[config.mk]
export PLATFORM = sky130hd
export DESIGN_NAME = pipe_stall_ctrl
export DESIGN_NICKNAME = d
export VERILOG_FILES = /design/src/rtl/pipe_stall_ctrl_pkg.sv /design/src/rtl/pipe_stall_ctrl_hazard_detect.sv /design/src/rtl/pipe_stall_ctrl.sv
export SDC_FILE = /design/constraint.sdc
export NUM_CORES = 1
export LEC_CHECK = 0
export ABC_CLOCK_PERIOD_IN_PS = 6500
export CAP_MARGIN = 40
export CORE_ASPECT_RATIO = 0.9
export CORE_MARGIN = 8
export CORE_UTILIZATION = 46
export CTS_BUF_LIST = sky130_fd_sc_hd__clkbuf_8
export CTS_CLUSTER_DIAMETER = 40
export DETAILED_ROUTE_END_ITERATION = 16
export GPL_ROUTABILITY_DRIVEN = 1
export GPL_TIMING_DRIVEN = 1
export PLACE_DENSITY = 0.7
export SLEW_MARGIN = 10
export SYNTH_ARGS = -nofsm -noshare
export SYNTH_HDL_FRONTEND = slang
export SYNTH_SLANG_ARGS = --single-unit
[constraint.sdc]
create_clock -name clk -period 6.5 [get_ports clk]
set_input_delay 0.975 -clock clk [delete_from_list [all_inputs] [get_ports clk]]
set_output_delay 0.975 -clock clk [all_outputs]
set_load 0.005 [all_outputs]
[src/rtl/pipe_stall_ctrl_pkg.sv]
// Shared definitions for the pipeline stall controller: FSM encodings, the
// per-register control bundle and the canned control patterns each stall type drives.
package pipe_stall_ctrl_pkg;

    localparam int unsigned REG_W = 5;

    // Instruction word loaded into a pipeline register when a bubble is inserted.
    localparam logic [31:0] NOP_INSTR = 32'h0000_0000;

    typedef enum logic [1:0] {
        ST_RUN   = 2'd0,
        ST_IMISS = 2'd1,
        ST_DMISS = 2'd2,
        ST_MDU   = 2'd3
    } state_e;

    typedef struct packed {
        logic we_pc;
        logic we_ifid;
        logic we_idex;
        logic we_exmem;
        logic we_memwb;
        logic bubble_idex;
        logic bubble_memwb;
    } ctrl_t;

    localparam ctrl_t CTRL_FROZEN = '{1'b0, 1'b0, 1'b0, 1'b0, 1'b0, 1'b0, 1'b0};
    localparam ctrl_t CTRL_FLOW   = '{1'b1, 1'b1, 1'b1, 1'b1, 1'b1, 1'b0, 1'b0};
    // Front end held, NOP into ID/EX; used for I-cache miss and load-use.
    localparam ctrl_t CTRL_FETCH  = '{1'b0, 1'b0, 1'b1, 1'b1, 1'b1, 1'b1, 1'b0};
    // Everything up to EX/MEM held, NOP drains into MEM/WB.
    localparam ctrl_t CTRL_DMISS  = '{1'b0, 1'b0, 1'b0, 1'b0, 1'b1, 1'b0, 1'b1};
    localparam ctrl_t CTRL_MDU    = '{1'b0, 1'b0, 1'b0, 1'b1, 1'b1, 1'b0, 1'b0};

endpackage

[src/rtl/pipe_stall_ctrl_hazard_detect.sv]
// Combinational load-use comparator: flags an ID instruction that reads the
// destination of a load currently in EX.
module pipe_stall_ctrl_hazard_detect
    import pipe_stall_ctrl_pkg::*;
(
    input  logic [REG_W-1:0] id_rs,
    input  logic [REG_W-1:0] id_rt,
    input  logic             id_use_rs,
    input  logic             id_use_rt,
    input  logic             ex_is_load,
    input  logic [REG_W-1:0] ex_rd,
    output logic             load_use
);

    logic rs_hit;
    logic rt_hit;

    assign rs_hit   = id_use_rs && (id_rs == ex_rd);
    assign rt_hit   = id_use_rt && (id_rt == ex_rd);
    // $0 is hardwired, so a load targeting it never creates a dependency.
    assign load_use = ex_is_load && (ex_rd != '0) && (rs_hit || rt_hit);

endmodule

[src/rtl/pipe_stall_ctrl.sv]
// Hazard/stall controller for the 5-stage pipeline: drives register write enables and
// bubbles, tracks cache/MDU waits, and provides a miss watchdog and stall counter.
module pipe_stall_ctrl
    import pipe_stall_ctrl_pkg::*;
#(
    parameter int unsigned WAIT_MAX = 1023,
    parameter int unsigned CNT_W    = 32
) (
    input  logic             clk,
    input  logic             reset,
    input  logic [REG_W-1:0] id_rs,
    input  logic [REG_W-1:0] id_rt,
    input  logic             id_use_rs,
    input  logic             id_use_rt,
    input  logic             ex_is_load,
    input  logic [REG_W-1:0] ex_rd,
    input  logic             icache_ready,
    input  logic             dcache_req,
    input  logic             dcache_ready,
    input  logic             mdu_start,
    input  logic             mdu_done,
    output logic             we_pc,
    output logic             we_ifid,
    output logic             we_idex,
    output logic             we_exmem,
    output logic             we_memwb,
    output logic             bubble_idex,
    output logic             bubble_memwb,
    output logic [1:0]       busy_state,
    output logic             err_timeout,
    output logic [CNT_W-1:0] stall_cycles
);

    localparam logic [15:0] WaitMax = 16'(WAIT_MAX);

    state_e            state_q, state_d;
    ctrl_t             ctrl;
    logic [15:0]       wait_cnt_q, wait_cnt_d;
    logic              err_q, err_d;
    logic [CNT_W-1:0]  stall_q, stall_d;
    logic              load_use;
    logic              dmiss;
    logic              mdu_wait;

    pipe_stall_ctrl_hazard_detect u_hazard_detect (
        .id_rs      (id_rs),
        .id_rt      (id_rt),
        .id_use_rs  (id_use_rs),
        .id_use_rt  (id_use_rt),
        .ex_is_load (ex_is_load),
        .ex_rd      (ex_rd),
        .load_use   (load_use)
    );

    assign dmiss    = dcache_req && !dcache_ready;
    assign mdu_wait = mdu_start && !mdu_done;

    always_comb begin
        state_d = state_q;
        ctrl    = CTRL_FLOW;
        unique case (state_q)
            // IMISS re-runs the RUN priority each cycle, so a ready fetch falls straight
            // through to normal evaluation and a D-miss or MDU op preempts it.
            ST_RUN, ST_IMISS: begin
                if (dmiss) begin
                    ctrl    = CTRL_DMISS;
                    state_d = ST_DMISS;
                end else if (mdu_wait) begin
                    ctrl    = CTRL_MDU;
                    state_d = ST_MDU;
                end else if (!icache_ready) begin
                    ctrl    = CTRL_FETCH;
                    state_d = ST_IMISS;
                end else if (load_use) begin
                    ctrl    = CTRL_FETCH;
                    state_d = ST_RUN;
                end else begin
                    state_d = ST_RUN;
                end
            end
            ST_DMISS: begin
                if (dcache_ready) begin
                    state_d = ST_RUN;
                end else begin
                    ctrl = CTRL_DMISS;
                end
            end
            ST_MDU: begin
                if (dmiss) begin
                    ctrl    = CTRL_DMISS;
                    state_d = ST_DMISS;
                end else if (mdu_done) begin
                    state_d = ST_RUN;
                end else begin
                    ctrl = CTRL_MDU;
                end
            end
            default: state_d = ST_RUN;
        endcase
        if (reset) begin
            ctrl = CTRL_FROZEN;
        end
    end

    always_comb begin
        if (state_d != state_q) begin
            wait_cnt_d = '0;
        end else if (state_q != ST_RUN && wait_cnt_q != '1) begin
            wait_cnt_d = wait_cnt_q + 16'd1;
        end else begin
            wait_cnt_d = wait_cnt_q;
        end
        err_d = err_q || (wait_cnt_d == WaitMax);
        if (!ctrl.we_pc && stall_q != '1) begin
            stall_d = stall_q + 1'b1;
        end else begin
            stall_d = stall_q;
        end
    end

    // State moves on the falling edge, in step with the pipeline registers.
    always_ff @(negedge clk or posedge reset) begin
        if (reset) begin
            state_q    <= ST_RUN;
            wait_cnt_q <= '0;
            err_q      <= 1'b0;
            stall_q    <= '0;
        end else begin
            state_q    <= state_d;
            wait_cnt_q <= wait_cnt_d;
            err_q      <= err_d;
            stall_q    <= stall_d;
        end
    end

    assign we_pc        = ctrl.we_pc;
    assign we_ifid      = ctrl.we_ifid;
    assign we_idex      = ctrl.we_idex;
    assign we_exmem     = ctrl.we_exmem;
    assign we_memwb     = ctrl.we_memwb;
    assign bubble_idex  = ctrl.bubble_idex;
    assign bubble_memwb = ctrl.bubble_memwb;
    assign busy_state   = state_q;
    assign err_timeout  = err_q;
    assign stall_cycles = stall_q;

endmodule
* Word-level counts from Yosys, hierarchy flattened *
Index checks and enable logic that the tools add are counted.
Widths: inputs -> output; s select.

word-level totals
  output and inout port bits = 42
  flip-flop bits (word level) = 51
  logic and storage cells = 50

operators by class
  equality and inequality tests = 9
  add/sub/neg operators = 2
  reductions and logical operators = 17
  multiplexer cells = 18

operators with widths
  kind                   count
  $mux 7                 8
  $add 32x1->32 const B  1
  $mux 16                2
  $ne 32x32->1 const B   1
  $pmux 7 s3             1
  $add 16x1->16 const B  1
  $eq 16x10->1 const B   1
  $ne 16x16->1 const B   1
  $eq 5x5->1             2
  $mux 2                 5
  $logic_and 1x1->1      8
  $pmux 2 s3             1
  $reduce_bool 5->1      1
  $eq 2x2->1 const B     2
  $logic_not 1->1        3
  $eq 2x1->1 const B     1
  $logic_not 2->1        1
  $logic_or 1x1->1       2
  $ne 2x2->1             1
  $reduce_bool 2->1      1
  $reduce_or 2->1        1
  $mux 1                 1

* Depth between registers and ports, before layout *
Gate-level depths: netlist of run 1.

  word-level depth = 12
  gate-level depth with buffers = 9
  gate-level depth less buffers = 7

* Modules after synthesis *
A second synthesis of run 1 with hierarchy kept.

second synthesis, totals
  cells, all modules = 317
  area total of the unflattened synthesis = 3010.4 um2

by module, submodules not included
  module                         seq. area each (um2)  times used  area each (um2)  cells each
  pipe_stall_ctrl                1276.2                1           2876.5           300
  pipe_stall_ctrl_hazard_detect  0.0                   1           133.9            17

==> results of run 1 <==
==> cell type report <==
type | instances | area, um2
clock buffers | 5 | 68.8
clock inverters | 3 | 47.5
fillers | 570 | 2440
inverters | 4 | 15.0
multi-input cells | 239 | 1690
flip-flops and latches | 51 | 1280
well taps | 90 | 113
repair buffers | 85 | 871
==> metrics by stage <==
step           cell area, um2  total power [mW]   util
2_1_floorplan            3060             0.591      -
3_3_place_gp             3850             0.762  0.591
3_5_place_dp             3880             0.768  0.595
4_1_cts                  4070              1.01  0.625
5_1_grt                  4080              1.06  0.626
6_report                 4080             0.999  0.626
==> critical path, cell delays in order (launching register included) <==
cell and delay, ps:
dfrtn_1 430, mux2i_1 190, nor2_1 70, or4_4 520, a21oi_4 190, buf_12 120
buf_4 110, dlygate4sd2_1 230
==> state kept, by name, indices dropped and copies added, names as in the netlist <==
name / cells
err_timeout: 1
stall_cycles: 32
wait_cnt_q: 16
busy_state: 2
==> cell usage after synthesis, drive strengths merged <==
library cell,instances
o2111ai,1
o211ai,1
a21oi,6
and2,1
nand3,22
or4,5
nand2b,5
clkbuf,4
o32ai,1
nor2b,4
mux2,2
o21ai,3
xor2,32
o221a,1
nor3,12
inv,4
or2,4
and3,4
a41o,1
a311oi,1
nand2,23
nand4,10
o22ai,1
ha,2
a221o,1
xnor2,18
and4,5
o21bai,1
dfrtn,51
o211a,1
nor2,34
mux2i,4
buf,11
nor4,25
nor3b,2
nor4b,5
a211o,1
==> layer usage <==
| metal | vias up | wire length (um) | track usage | part of all wire |
|---|---|---|---|---|
| li1 | 1261 | - | - | - |
| met3 | 6 | 501 | 0.0497 | 0.069 |
| met4 | 0 | 77 | 0.0464 | 0.011 |
| met1 | 1232 | 3230 | 0.197 | 0.45 |
| met5 | - | 0 | 0 | 0 |
| met2 | 67 | 3430 | 0.259 | 0.47 |
==> repair_timing <==
item / 4_1_cts / 5_1_grt
endpoints found under the hold margin: 0 / 0
setup buffers: 5 / 0
gates resized for setup: 4 / 1
endpoints found under the setup margin: 2 / 1
gates cloned: 1 / 0
==> logic make-up (layout without fill, tap and decap cells) <==
family / after synthesis / count (layout) / synth area share
AOI/OAI and AO/OA: 20 / 20 / 0.0500
xor gates and xnor gates: 50 / 50 / 0.143
adders and majority gates: 2 / 2 / 0.00819
buffers and inverters: 19 / 97 / 0.0356
DFF: 51 / 51 / 0.418
muxes: 6 / 6 / 0.0205
and+or+nand+nor: 161 / 161 / 0.325
==> final timing paths <==
path | from | to | slack, ps
min in group asynchronous | reset | busy_state[0]$_DFF_NP0_ | 4150
worst max-delay path | busy_state[1]$_DFF_NP0_ | we_ifid | 120
worst min register to register | stall_cycles[17]$_DFFE_NP0P_ | stall_cycles[17]$_DFFE_NP0P_ | 440
max in group asynchronous | reset | stall_cycles[1]$_DFFE_NP0P_ | 1870
worst min-delay path | stall_cycles[17]$_DFFE_NP0P_ | stall_cycles[17]$_DFFE_NP0P_ | 440
worst max register to register | stall_cycles[3]$_DFFE_NP0P_ | stall_cycles[1]$_DFFE_NP0P_ | 3760
==> power by group through the flow <==
stage               Sequential (mW)  Combinational (mW)  Clock, mW
floorplan                     0.434               0.158          0
global placement              0.447               0.315          0
detailed placement            0.448               0.320          0
CTS                           0.443               0.331      0.237
global route                  0.453               0.358      0.247
finish                        0.443               0.327      0.229
==> results.json, run 1 <==
{
  "dr.pass1.iters": 4,
  "grt_max_degree": 51,
  "wl_um": 7230,
  "place_inst": 463,
  "synth_area_um2": 3060,
  "internal-power_mw": 0.674,
  "arrival_ps": 5400,
  "clock_latency_ps": 310,
  "start_kind": "flip-flop",
  "worst-path-max-fanout": 3,
  "status": "finished, final reports clean",
  "gp_congestion": 0.847,
  "place_ws_ps": 31.6,
  "io_pins": 67,
  "grt_pass1_vias": 2581,
  "area_growth_pct": 33.5,
  "grt_usage": 0.159,
  "port_buffers": 66,
  "maxCapViolCount": 0,
  "post_drt_wl_per_cell_um": 15.2,
  "crit_required_ps": 5520,
  "ys_warn_count": 0,
  "ys_types": 50,
  "cts_num_sinks": 51,
  "hpwl_um": 5370,
  "p_sw_mw": 0.325,
  "synth_seq_area_share": 0.418,
  "dieArea_um2": 9510,
  "switching_share": 0.325,
  "fin_tns_setup_ps": 0,
  "p_comb_frac": 0.328,
  "final_common_cell": "clkdlybuf4s50_1",
  "clockBufferDepth": 2,
  "clk_pin_slew_ps": 70,
  "p_per_area_nw_per_um2": 245,
  "rows": 28,
  "crit_type": "reg -> out",
  "netlist.area_leader.share": 0.418,
  "cts-htree-levels": 2,
  "synth_area_leaders": "dfrtn_1, xor2_1, xnor2_1",
  "r2r_cells": 7,
  "layout_common_cells": "clkdlybuf4s50_1, dfrtn_1, nor2_1",
  "maxSlewViolCount": 0,
  "diodes": 0,
  "syn-num-nets": 336,
  "p_clk_frac": 0.229,
  "p_leak_nw": 1.55,
  "antenna_found_initial": 0,
  "start_util": 0.469,
  "hold_buffers": 0,
  "hold_depth": 1,
  "endpoint_kind": "output pin",
  "max_slew_margin": 0.628,
  "synth_top_area_cell": "dfrtn_1",
  "core_area_um2": 6520,
  "drc": 0,
  "finalHoldViolCount": 0,
  "whs_ps": 445,
  "cts_inserted_buffers": 5,
  "rsz0062_at_grt": "false",
  "grt_pass1_wl_um": 12200,
  "vias": 2566,
  "nets": 413,
  "clock-skew-final_ps": 11.2,
  "drive_gt1_frac": 0.142,
  "tightest_slew_ps": 556,
  "synth-seq-cells": 51,
  "finalSetupViolations": 0,
  "syn_avg_cell_area_um2": 9.89,
  "synthCells": 309,
  "seq_power_share": 0.443,
  "die_h_um": 93.3,
  "cts_tree": "built",
  "irDropWorstVdd_uv": 128,
  "clockRootBuffer": "clkbuf_8",
  "hp-class": "reg -> reg",
  "dr.first_iter.drc_count": 145,
  "drtAntennaViolNets": 0,
  "grt_overflow_total": 0,
  "setup_ws_ps": 125,
  "finalNonFillerCells": 477,
  "die_w_um": 102,
  "viasPerCell": 5.38
}
Power figures use the tool's default switching activity.
==> inputs of run 2 (changes only) <==
Settings changed: ABC_CLOCK_PERIOD_IN_PS 6500 to 6800, CAP_MARGIN 40 to 10.
Clock period 6.5 ns to 6.8 ns, I/O delays scaled along.
==> run 2 against run 1 <==
Compared with the run above:
- register-to-register slack worse by 120 ps
- total power fell by 6.1%
- critical endpoint is now stall_cycles[22]$_DFFE_NP0P_
- die area unchanged
==> results.json, run 2 (synthesis gave the netlist of run 1 again) <==
{
  "status": "finished, final reports clean",
  "switching_share": 0.325,
  "nets": 404,
  "fin_tns_setup_ps": 0,
  "die_h_um": 93.3,
  "cts_num_sinks": 51,
  "hold_buffers": 0,
  "hpwl_um": 5380,
  "wl_um": 7210,
  "grt_pass1_wl_um": 12500,
  "endpoint_kind": "flip-flop",
  "p_clk_frac": 0.227,
  "clockBufferDepth": 2,
  "drtAntennaViolNets": 0,
  "maxCapViolCount": 0,
  "p_leak_nw": 1.51,
  "layout_common_cells": "clkdlybuf4s50_1, dfrtn_1, nor2_1",
  "crit_slowest_cell": "or4_1",
  "irDropWorstVdd_uv": 126,
  "vias": 2551,
  "hp-class": "reg -> reg",
  "port_buffers": 66,
  "grt_max_degree": 51,
  "cts_tree": "built",
  "post_drt_wl_per_cell_um": 15.4,
  "cts-htree-levels": 2,
  "clockRootBuffer": "clkbuf_8",
  "critPathMaxStageDelay_ps": 520,
  "clock_latency_ps": 300,
  "tightest_slew_ps": 1160,
  "clock-skew-final_ps": 5.28,
  "finalSetupViolations": 0,
  "n_fill_cell": 571,
  "finalNonFillerCells": 468,
  "finalPower_mw": 0.938,
  "place_inst": 457,
  "place_ws_ps": 87.5,
  "arrival_ps": 3200,
  "final_common_cell": "clkdlybuf4s50_1",
  "grt_usage": 0.160,
  "viasPerCell": 5.45,
  "setup_ws_ps": 335,
  "drc": 0,
  "p_sw_mw": 0.305,
  "antenna_found_initial": 0,
  "max_slew_margin": 0.227,
  "post-route-util": 0.608,
  "cts_inserted_buffers": 5,
  "crit_type": "in -> reg",
  "p_comb_frac": 0.322,
  "path_cells": "clkdlybuf4s50_1 > or4_1 > o21ai_0 > nor2_1 > a21oi_4 > buf_4 > buf_4 > nor4_1 > xor2_1",
  "gp_congestion": 0.863,
  "crit_required_ps": 3540,
  "grt_overflow_total": 0,
  "finalHoldViolCount": 0,
  "diodes": 0,
  "seq_power_share": 0.451,
  "dr.pass1.iters": 4,
  "start_util": 0.469,
  "placed_cell_area_um2": 3800,
  "crit_top_cell": "buf_4",
  "clk_pin_slew_ps": 70,
  "fin_area_um2": 3960,
  "area_growth_pct": 29.6,
  "dr.first_iter.drc_count": 82,
  "p_per_area_nw_per_um2": 237,
  "dieArea_um2": 9510,
  "maxSlewViolCount": 0,
  "drive_gt1_frac": 0.122,
  "worst-path-max-fanout": 19,
  "grt_pass1_vias": 2571,
  "largest_reg_flops": 32,
  "start_kind": "primary input",
  "core_area_um2": 6520,
  "rsz0062_at_grt": "false",
  "io_pins": 67,
  "rows": 28,
  "die_w_um": 102,
  "internal-power_mw": 0.633,
  "whs_ps": 438
}
==> run 2: final timing paths <==
path | startpoint | to | slack [ps] | cells past startpoint
setup / recovery | ex_rd[2] | stall_cycles[22]$_DFFE_NP0P_ | 330 | 9
hold / removal | err_timeout$_DFF_NP0_ | err_timeout$_DFF_NP0_ | 440 | 1
setup reg to reg | stall_cycles[4]$_DFFE_NP0P_ | stall_cycles[1]$_DFFE_NP0P_ | 3640 | 6
hold reg to reg | err_timeout$_DFF_NP0_ | err_timeout$_DFF_NP0_ | 440 | 1
max in group asynchronous | reset | wait_cnt_q[13]$_DFF_NP0_ | 2010 | 3
min in group asynchronous | reset | busy_state[0]$_DFF_NP0_ | 4300 | 2
==> run 2: repair_timing <==
| action | CTS | global route |
|---|---|---|
| gates resized for setup | 4 | 3 |
| buffers inserted | 3 | 0 |
| pin swaps | 0 | 0 |
| setup endpoints to repair | 2 | 2 |
==> run 2: final cells by class <==
cell class / count / area [um2] / share of cell area
Clock buffer: 5 / 68.8 / 0.0174
Clock inverter: 3 / 43.8 / 0.0111
Inverter: 4 / 15.0 / 0.00379
Multi-Input combinational cell: 239 / 1680 / 0.425
Sequential cell: 51 / 1280 / 0.322
Tap cell: 90 / 113 / 0.0284
Timing Repair Buffer: 76 / 761 / 0.192
==> run 2: per-layer routing <==
layer	part of all wire	up-vias	track usage
met3	0.060	7	0.0416
met5	0	-	0
met4	0.010	0	0.0440
met1	0.46	1245	0.210
li1	-	1241	-
met2	0.46	58	0.255
==> run 2: power groups by stage <==
stage               logic [mW]  registers (mW)  clock network [mW]
floorplan                0.151           0.415                   0
CTS                      0.307           0.424               0.219
detailed placement       0.301           0.428                   0
global placement         0.293           0.427                   0
global route             0.331           0.434               0.232
finish                   0.302           0.423               0.213
==> run 2: critical path, delay by kind of cell <==
family	cells	cell delay [ps]
buffers and inverters	3	870
AND/OR/NAND/NOR	3	730
AO/OA/AOI/OAI	2	380
XOR/XNOR	1	190
